===== config.mk =====
export PLATFORM = sky130hd
export DESIGN_NAME = branch_pc_unit_flat
export DESIGN_NICKNAME = d
export VERILOG_FILES = /design/src/rtl/cpu_pkg.sv /design/src/rtl/branch_pc_unit_if.sv /design/src/rtl/branch_pc_unit_stack.sv /design/src/rtl/branch_pc_unit.sv /design/src/flat_wrapper.sv
export SDC_FILE = /design/constraint.sdc
export NUM_CORES = 1
export LEC_CHECK = 0
export ABC_AREA = 1
export BUFFER_PORTS_ARGS = -buffer_cell sky130_fd_sc_hd__buf_2
export CAP_MARGIN = 10
export CORE_UTILIZATION = 51
export CTS_CLUSTER_DIAMETER = 50
export DETAILED_ROUTE_END_ITERATION = 8
export PLACE_DENSITY = 0.74
export RECOVER_POWER = 25
export SYNTH_ARGS = -nofsm -noshare
export SYNTH_HDL_FRONTEND = slang
export SYNTH_HIERARCHICAL = 1
export SYNTH_SLANG_ARGS = --single-unit

===== constraint.sdc =====
create_clock -name Clk -period 2.5 [get_ports Clk]
set_clock_uncertainty 0.2 [all_clocks]
set_input_delay 0.25 -clock Clk [delete_from_list [all_inputs] [get_ports Clk]]
set_output_delay 0.25 -clock Clk [all_outputs]
set_load 0.05 [all_outputs]

===== src/rtl/cpu_pkg.sv =====
// Shared CPU definitions: branch condition codes, flag bit positions and the
// default program-counter width.
package cpu_pkg;

    localparam int ADDR_W = 8;

    localparam int FLAG_Z = 0;
    localparam int FLAG_C = 1;

    localparam logic [2:0] COND_ALWAYS = 3'b000;
    localparam logic [2:0] COND_Z      = 3'b001;
    localparam logic [2:0] COND_NZ     = 3'b010;
    localparam logic [2:0] COND_C      = 3'b011;
    localparam logic [2:0] COND_NC     = 3'b100;
    localparam logic [2:0] COND_NZ_NC  = 3'b101;
    localparam logic [2:0] COND_Z_OR_C = 3'b110;
    localparam logic [2:0] COND_NEVER  = 3'b111;

endpackage


===== src/rtl/branch_pc_unit_if.sv =====
// Decode/fetch side bundle of the branch/PC unit: requests in, PC and stack
// status out.
interface branch_pc_unit_if #(
    parameter int ADDR_W      = cpu_pkg::ADDR_W,
    parameter int STACK_DEPTH = 4
);
    localparam int DEPTH_W = $clog2(STACK_DEPTH) + 1;

    logic              PcEn;
    logic              BranchReq;
    logic [2:0]        BranchCond;
    logic              CallReq;
    logic              RetReq;
    logic [ADDR_W-1:0] TargetAddr;
    logic [1:0]        Flags;
    logic [ADDR_W-1:0] Pc;
    logic              Taken;
    logic              StackErr;
    logic [DEPTH_W-1:0] StackDepth;

    modport master (
        output PcEn, BranchReq, BranchCond, CallReq, RetReq, TargetAddr, Flags,
        input  Pc, Taken, StackErr, StackDepth
    );

    modport slave (
        input  PcEn, BranchReq, BranchCond, CallReq, RetReq, TargetAddr, Flags,
        output Pc, Taken, StackErr, StackDepth
    );

endinterface


===== src/rtl/branch_pc_unit_stack.sv =====
// Return-address LIFO: registered storage, combinational view of the top
// entry, synchronous active-high reset of the occupancy count only.
module return_stack #(
    parameter int WIDTH = 8,
    parameter int DEPTH = 4,
    localparam int PTR_W   = $clog2(DEPTH),
    localparam int DEPTH_W = $clog2(DEPTH) + 1
) (
    input  logic               Clk,
    input  logic               Rst,
    input  logic               push,
    input  logic               pop,
    input  logic [WIDTH-1:0]   din,
    output logic [WIDTH-1:0]   dout,
    output logic [DEPTH_W-1:0] depth,
    output logic               full,
    output logic               empty
);

    logic [WIDTH-1:0]   mem [DEPTH];
    logic [DEPTH_W-1:0] depth_q;
    logic [PTR_W-1:0]   wr_idx;
    logic [PTR_W-1:0]   top_idx;
    logic               do_push;
    logic               do_pop;

    assign full    = (depth_q == DEPTH_W'(DEPTH));
    assign empty   = (depth_q == '0);
    // Pop wins if both arrive together; the caller never asks for both.
    assign do_pop  = pop && !empty;
    assign do_push = push && !full && !pop;
    assign wr_idx  = PTR_W'(depth_q);
    assign top_idx = PTR_W'(depth_q - 1'b1);
    assign dout    = mem[top_idx];
    assign depth   = depth_q;

    // NOTE: non-blocking assignments for every flop so all registers update
    // from the same pre-edge values.
    always_ff @(posedge Clk) begin
        if (Rst) begin
            depth_q <= '0;
        end else if (do_pop) begin
            depth_q <= depth_q - 1'b1;
        end else if (do_push) begin
            depth_q <= depth_q + 1'b1;
        end
    end

    // NOTE: storage is deliberately not reset; entries above depth are never
    // read, so clearing them would only add reset fan-out.
    always_ff @(posedge Clk) begin
        if (do_push) begin
            mem[wr_idx] <= din;
        end
    end

endmodule


===== src/rtl/branch_pc_unit.sv =====
// Program counter with conditional branch, call and return resolution against
// the registered ALU flags, backed by a small return-address stack.
module branch_pc_unit
    import cpu_pkg::*;
#(
    parameter int ADDR_W      = cpu_pkg::ADDR_W,
    parameter int STACK_DEPTH = 4
) (
    input  logic            Clk,
    input  logic            Rst,
    branch_pc_unit_if.slave bus
);

    localparam int DEPTH_W = $clog2(STACK_DEPTH) + 1;

    logic [ADDR_W-1:0]  pc_q, pc_next, pc_inc;
    logic               taken_q, taken_next;
    logic               err_q, err_next;
    logic               push, pop;
    logic [ADDR_W-1:0]  stack_top;
    logic [DEPTH_W-1:0] stack_depth;
    logic               stack_full, stack_empty;

    function automatic logic cond_met(input logic [2:0] cond, input logic [1:0] flags);
        logic z;
        logic c;
        z = flags[FLAG_Z];
        c = flags[FLAG_C];
        case (cond)
            COND_ALWAYS: return 1'b1;
            COND_Z:      return z;
            COND_NZ:     return !z;
            COND_C:      return c;
            COND_NC:     return !c;
            COND_NZ_NC:  return !z && !c;
            COND_Z_OR_C: return z || c;
            default:     return 1'b0;
        endcase
    endfunction

    assign pc_inc = pc_q + ADDR_W'(1);

    // One action per cycle: return, then call, then branch, then advance.
    // NOTE: every output of this block gets a default first so no path can
    // infer a latch.
    always_comb begin
        pc_next    = pc_q;
        taken_next = 1'b0;
        err_next   = err_q;
        push       = 1'b0;
        pop        = 1'b0;
        if (bus.RetReq) begin
            if (!stack_empty) begin
                pop        = 1'b1;
                pc_next    = stack_top;
                taken_next = 1'b1;
            end else begin
                err_next = 1'b1;
            end
        end else if (bus.CallReq) begin
            if (!stack_full) begin
                push       = 1'b1;
                pc_next    = bus.TargetAddr;
                taken_next = 1'b1;
            end else begin
                err_next = 1'b1;
            end
        end else if (bus.BranchReq) begin
            if (cond_met(bus.BranchCond, bus.Flags)) begin
                pc_next    = bus.TargetAddr;
                taken_next = 1'b1;
            end else begin
                pc_next = pc_inc;
            end
        end else if (bus.PcEn) begin
            pc_next = pc_inc;
        end
    end

    always_ff @(posedge Clk) begin
        if (Rst) begin
            pc_q    <= '0;
            taken_q <= 1'b0;
            err_q   <= 1'b0;
        end else begin
            pc_q    <= pc_next;
            taken_q <= taken_next;
            err_q   <= err_next;
        end
    end

    return_stack #(
        .WIDTH (ADDR_W),
        .DEPTH (STACK_DEPTH)
    ) u_stack (
        .Clk   (Clk),
        .Rst   (Rst),
        .push  (push),
        .pop   (pop),
        .din   (pc_inc),
        .dout  (stack_top),
        .depth (stack_depth),
        .full  (stack_full),
        .empty (stack_empty)
    );

    assign bus.Pc         = pc_q;
    assign bus.Taken      = taken_q;
    assign bus.StackErr   = err_q;
    assign bus.StackDepth = stack_depth;

endmodule


===== src/flat_wrapper.sv =====
// flat-port wrapper written by rule: the top's interface ports become plain ports
module branch_pc_unit_flat import cpu_pkg::*;
#(
    parameter int ADDR_W      = cpu_pkg::ADDR_W,
    parameter int STACK_DEPTH = 4
)
  (Clk, Rst, bus_PcEn, bus_BranchReq, bus_BranchCond, bus_CallReq, bus_RetReq, bus_TargetAddr, bus_Flags, bus_Pc, bus_Taken, bus_StackErr, bus_StackDepth);
  branch_pc_unit_if #(.ADDR_W(ADDR_W), .STACK_DEPTH(STACK_DEPTH)) bus_i ();
  input  logic Clk;
  input  logic Rst;
  input wire logic [$bits(bus_i.PcEn)-1:0] bus_PcEn;
  input wire logic [$bits(bus_i.BranchReq)-1:0] bus_BranchReq;
  input wire logic [$bits(bus_i.BranchCond)-1:0] bus_BranchCond;
  input wire logic [$bits(bus_i.CallReq)-1:0] bus_CallReq;
  input wire logic [$bits(bus_i.RetReq)-1:0] bus_RetReq;
  input wire logic [$bits(bus_i.TargetAddr)-1:0] bus_TargetAddr;
  input wire logic [$bits(bus_i.Flags)-1:0] bus_Flags;
  output wire logic [$bits(bus_i.Pc)-1:0] bus_Pc;
  output wire logic [$bits(bus_i.Taken)-1:0] bus_Taken;
  output wire logic [$bits(bus_i.StackErr)-1:0] bus_StackErr;
  output wire logic [$bits(bus_i.StackDepth)-1:0] bus_StackDepth;
  assign bus_i.PcEn = bus_PcEn;
  assign bus_i.BranchReq = bus_BranchReq;
  assign bus_i.BranchCond = bus_BranchCond;
  assign bus_i.CallReq = bus_CallReq;
  assign bus_i.RetReq = bus_RetReq;
  assign bus_i.TargetAddr = bus_TargetAddr;
  assign bus_i.Flags = bus_Flags;
  assign bus_Pc = bus_i.Pc;
  assign bus_Taken = bus_i.Taken;
  assign bus_StackErr = bus_i.StackErr;
  assign bus_StackDepth = bus_i.StackDepth;
  branch_pc_unit #(.ADDR_W(ADDR_W), .STACK_DEPTH(STACK_DEPTH)) u_core (.Clk(Clk), .Rst(Rst), .bus(bus_i));
endmodule

==> results of run 1 <==
## flip-flops by register name, summed over array words and instances (netlist names)
signal / cells
u_core/bus.StackErr: 1
u_core/u_stack/depth: 3
u_core/u_stack/mem: 32
u_core/bus.Taken: 1
u_core/bus.Pc: 8
## path summary, 6_finish.rpt
check	from	endpoint	slack (ps)	cells after the start
setup / recovery	u_core/u_stack/depth[1]	u_core/u_stack/mem[2][6]	140	7
hold / removal	bus_BranchReq	u_core/bus.Taken	50	3
setup reg to reg	u_core/u_stack/depth[1]	u_core/u_stack/mem[2][6]	140	7
hold reg to reg	u_core/bus.StackErr	u_core/bus.StackErr	290	2
## through the flow
stage          cells  util, %  hold WS [ps]  cell area (µm²)  total power [mW]
6_report         339    60.66         48.72             2641             2.830
3_5_place_dp     330    58.05         266.8             2527             2.303
3_3_place_gp     330    58.05         262.5             2527             2.295
4_1_cts          339    60.75         43.71             2645             2.837
2_1_floorplan    250        -         105.1             2338             2.027
5_1_grt          339    60.66         63.53             2641             3.029
## worst reg2reg max path: cells and delay by family, from the launching register on
| kind | cells | cell delay (ps) |
|---|---|---|
| buffers and inverters | 2 | 200 |
| DFF | 1 | 390 |
| and+or+nand+nor | 4 | 980 |
| adders and majority gates | 1 | 250 |
## final cells by class
class,count,area share (%)
Clock buffer,6,2.748
Clock inverter,2,1.326
Inverter,34,5.021
Multi-Input combinational cell,166,35.67
Sequential cell,45,46.28
Tap cell,52,2.463
Timing Repair Buffer,34,6.490
## report_power, final
group / switching [mW] / total, mW / internal [mW]
clock: 0.232 / 0.529 / 0.297
combinational: 0.894 / 1.26 / 0.361
sequential: 0.0812 / 1.05 / 0.965
total: 1.21 / 2.83 / 1.62
## routing by layer
layer	vias to the layer above	wire length, µm
li1	921	-
met1	803	2249
met4	0	68
met3	7	229
met2	53	2140
met5	-	0
## placed cells by master (no fill, tap or decap), types with 4 or more instances in the layout
cell      instances
nor2_1           21
o22ai_1           8
nand3_1          21
nand2_1          35
nand2_2           4
nor2_2            6
inv_1            29
edfxtp_1         32
a21oi_2           4
ha_1              6
dfxtp_1          12
o21ai_0          23
buf_2            24
clkbuf_8          5
clkbuf_1          8
a21oi_1          17
nand3b_1          5
## logic make-up (layout without fill, tap and decap cells)
logic type      count (synthesis)  count (layout)
buf+inv                        39              76
xor+xnor                        5               5
fa+ha+maj                       6               6
compound gates                 55              55
flops                          45              45
simple gates                  100             100
## timing repair
item | CTS | global route
hold buffers | 1 | 0
gates resized for setup | 0 | 1
setup endpoints to repair | 0 | 24
endpoints found under the hold margin | 2 | 0
==> impl_metrics.csv, run 1 <==
group,metric,value,unit
synth,yosysMostFrequentCell,"nand2_1",
synth,yosys-top-cells-count,"35 x nand2_1, 32 x edfxtp_1, 29 x inv_1, 25 x nor2_1, 23 x o21ai_0",
global_routing,grtUsageTotal,21.86,%
global_routing,grt_max_degree,21,
sta,finalSetupTns,0,ps
global_routing,use_met2,33.12,%
cts,root_buffer,"clkbuf_8",
global_routing,grt_pass1_vias,1710,
synth,synth_compound_area_share,13.52,%
critical_path,worst_ep_required_time,2250,ps
placed_design,dp_slack,128.2,ps
cts,htreeDepth,2,
synth,syn_avg_cell_area,9.289,µm²
synth,synth.mux.area_fraction,0,%
placed_design,portBuffers,31,
critical_path,worstPathCellList,"inv_1 -> ha_1 -> nand2_1 -> inv_1 -> nor3_2 -> nand3_4 -> nor2_2",
synth,ys_seq_area_share,52.59,%
cells_and_area,drive_gt1_share,20.91,%
route,via_per_inst,5.263,
sta,fin_crit_sh,94.53,%
cts,numCtsBuffers,5,
cells_and_area,nNetsFinal,311,
synth,synth_top_area_cell,"edfxtp_1",
critical_path,critPathSlowestCell,"dfxtp_1",
cells_and_area,fillers,385,
route,routed_wirelength,4.686,mm
worst_hold_path,hold_path_class,"input pin to flip-flop",
critical_path,slowest_delay,390,ps
critical_path,crit_path_end_kind,"flip-flop",
die,coreArea,4354,µm²
die,fp-row-count,24,
die,fp.dieW,69.48,µm
sta,relSlewSlack,60.78,%
critical_path,crit_type,"flip-flop to flip-flop",
sta,finalCriticalPeriod,2363,ps
synth,ys_ff_latch,45,
sta,setup_viol,0,
critical_path,path_max_fanout,8,
synth,synth_edf_count,32,
synth,synth_fa_ha_area_share,3.233,%
critical_path,arrival,2110,ps
power_and_ir_drop,power_density,1071,nW/µm²
synth,synth_xor_area_share,1.886,%
die,initial_core_util,53.33,%
global_routing,grt_util_met3,4.651,%
synth,yosys_warnings,6,
route,ant_nets,0,
critical_path,start_kind,"flip-flop",
synth,synth_top_area_share,41.38,%
sta,rsz0062_at_grt,"true",
placed_design,routabilityCongestion,0.7988,
critical_path,worst-path-buf-inv,2,
global_routing,antenna_found_initial,0,
synth,synth_top_family_by_area,"simple AND/OR/NAND/NOR gates",
synth,synth_flop_cell,"edfxtp_1",
power_and_ir_drop,cellLeakagePower,1.121,nW
synth,async_flop_share,0,%
route,vias,1784,
sta,worst_slack,136.6,ps
cts,clk_latency,290,ps
global_routing,grt_pass1_wl,8.162,mm
critical_path,crit_family,"simple AND/OR/NAND/NOR gates",
route,wl_per_cell,13.82,µm
cts,clock_path_buffers,2,
route,first_iter_violations,155,
critical_path,crit_top_cell,"inv_1",
synth,syn_area,2322,µm²
route,drtPass1Iterations,4,
global_routing,grt.overflow.total,0,
cts,clk_pin_slew,80,ps
synth,synth_fp_nets,275,
placed_design,hpwl,3.490,mm
flow_run,cap_violations,0,
sta,fmax,0.4231,GHz
die,die_h,69.48,µm
synth,yosys-top-cells-area,"edfxtp_1 41%, dfxtp_1 11%, nand2_1 5.7%, o21ai_0 5.0%, inv_1 4.7%",
global_routing,grtUsageMet1,31.14,%
synth,synthSimpleGateAreaFrac,21.07,%
sta,hold_viol,0,
cells_and_area,multi_input_area,942.2,µm²
die,ios,32,
global_routing,busiest_layer,"met2",
synth,netlist_instances,250,
route,drc,0,
outcome,status,"finished, final reports clean",
cts,cts_num_sinks,45,
synth,ys_types,29,
die,die_area,4827,µm²
power_and_ir_drop,peakVddDrop,0.0006114,V
cells_and_area,areaGrowthSynthToFinish,13.74,%
cells_and_area,n_antenna_cell,0,
cts,post_cts_buffers,0,
cts,cts_tree,"built",
sta,final_max_slew_viol_count,0,
sta,worst_pin_slew,590.8,ps
cells_and_area,regArea,1222,µm²
No activity file was read; power rests on OpenSTA's default activity.
==> run 2: changes to the inputs <==
--- a/config.mk
+++ b/config.mk
@@ -13,6 +13,7 @@
 export DETAILED_ROUTE_END_ITERATION = 8
 export PLACE_DENSITY = 0.74
 export RECOVER_POWER = 25
+export REMOVE_ABC_BUFFERS = 1
 export SYNTH_ARGS = -nofsm -noshare
 export SYNTH_HDL_FRONTEND = slang
 export SYNTH_HIERARCHICAL = 1
==> impl_metrics.csv, run 2 (synthesis results as in run 1) <==
group,metric,value,unit
outcome,status,"finished, final reports clean",
cts,clock_path_buffers,2,
worst_hold_path,hold_path_class,"input pin to flip-flop",
flow_run,cap_violations,0,
route,ant_nets,0,
route,drc,0,
sta,relSlewSlack,60.32,%
placed_design,routabilityCongestion,0.8038,
cells_and_area,largest_reg_flops,32,
cells_and_area,final_cell_mix,"35 x nand2_1, 32 x edfxtp_1, 29 x inv_1",
sta,final_max_slew_viol_count,0,
die,coreArea,4354,µm²
die,initial_core_util,53.33,%
die,die_h,69.48,µm
sta,finalCriticalPeriod,2229,ps
cells_and_area,design_area,2636,µm²
route,routed_wirelength,4.630,mm
sta,fmax,0.4486,GHz
cts,post_cts_buffers,0,
cells_and_area,drive_gt1_share,19.59,%
sta,fin_crit_sh,89.17,%
placed_design,hpwl,3.464,mm
route,wl_per_cell,13.50,µm
cts,cts_tree,"built",
critical_path,worst_ep_required_time,2320,ps
global_routing,grtUsageTotal,21.44,%
route,first_iter_violations,181,
cells_and_area,final_util,60.55,%
route,vias,1844,
die,fp.dieW,69.48,µm
placed_design,portBuffers,31,
cts,clk_latency,310,ps
die,die_area,4827,µm²
critical_path,start_kind,"flip-flop",
global_routing,grt_pass1_wl,8.176,mm
cts,cts_num_sinks,45,
global_routing,grt_pass1_vias,1699,
die,fp-row-count,24,
sta,worst_pin_slew,597.8,ps
cts,numCtsBuffers,5,
route,via_per_inst,5.376,
power_and_ir_drop,peakVddDrop,0.0005234,V
sta,hold_viol,0,
cells_and_area,final_common_cell,"nand2_1",
sta,worst_slack,270.6,ps
global_routing,antenna_found_initial,0,
critical_path,arrival,2050,ps
cells_and_area,n_antenna_cell,0,
placed_design,dp_slack,156.8,ps
cells_and_area,areaGrowthSynthToFinish,13.52,%
cells_and_area,nNetsFinal,315,
route,drtPass1Iterations,6,
power_and_ir_drop,cellLeakagePower,1.125,nW
critical_path,crit_path_end_kind,"flip-flop",
global_routing,grt_max_degree,21,
cts,clk_pin_slew,80,ps
cts,htreeDepth,2,
critical_path,r2r_cells,8,
cts,root_buffer,"clkbuf_8",
placed_design,placed_area,2541,µm²
global_routing,grt.overflow.total,0,
cells_and_area,fillers,388,
cells_and_area,largest-register,"u_core/u_stack/mem",
sta,setup_viol,0,
power_and_ir_drop,power_density,1043,nW/µm²
critical_path,crit_type,"flip-flop to flip-flop",
critical_path,path_max_fanout,8,
worst_hold_path,min_delay_path_depth,3,
sta,rsz0062_at_grt,"false",
die,ios,32,
## run 2: cell type report
| class | instances | area (µm²) | area share (%) |
|---|---|---|---|
| well taps | 52 | 65.06 | 2.468 |
| clock buffers | 5 | 68.82 | 2.610 |
| inverters | 34 | 132.6 | 5.031 |
| clock inverters | 3 | 23.77 | 0.9018 |
| repair buffers | 38 | 197.7 | 7.499 |
| flip-flops and latches | 45 | 1221 | 46.32 |
| multi-input cells | 166 | 927.1 | 35.17 |
## run 2: worst max-delay path, cell delays in order, from the launching register on
cell and delay (ps):
dfxtp_1 410, inv_1 110, ha_1 250, nand2_1 150
inv_1 90, nor3_2 300, nand3_4 150, nor2_1 110
buf_4 180
## run 2: power breakdown
group,switching [mW],internal (mW)
registers,0.0832,0.963
logic,0.879,0.363
clock network,0.259,0.203
total,1.22,1.53
## run 2: routing by layer
layer	vias up	part of all wire [%]	track usage (%)	routed length (µm)
li1	930	-	-	-
met1	843	49	31.98	2262
met2	64	45	32.25	2099
met3	7	4.4	3.052	202
met4	0	1.4	7.029	65
met5	-	0	0	0
## run 2: worst paths after layout
check	slack (ps)	end	from
hold / removal	50	u_core/bus.Taken	bus_BranchReq
setup / recovery	270	u_core/u_stack/mem[2][3]	u_core/u_stack/depth[1]
hold reg to reg	290	u_core/bus.StackErr	u_core/bus.StackErr
setup reg to reg	270	u_core/u_stack/mem[2][3]	u_core/u_stack/depth[1]
## run 2: what timing repair did
item | 4_1_cts | 5_1_grt
resized for setup | 0 | 1
endpoints found under the hold margin | 2 | 0
hold buffers | 1 | 0
setup endpoints to repair | 0 | 19
## run 2: per-stage QoR
step           power, mW  TNS (ps)  instances  hold slack, ps
2_1_floorplan      1.970    -20990        245           112.4
3_3_place_gp       2.285         0        334           261.2
3_5_place_dp       2.302         0        334           263.3
4_1_cts            2.765         0        343           41.73
5_1_grt            2.939         0        343           63.45
6_report           2.749         0        343           45.87
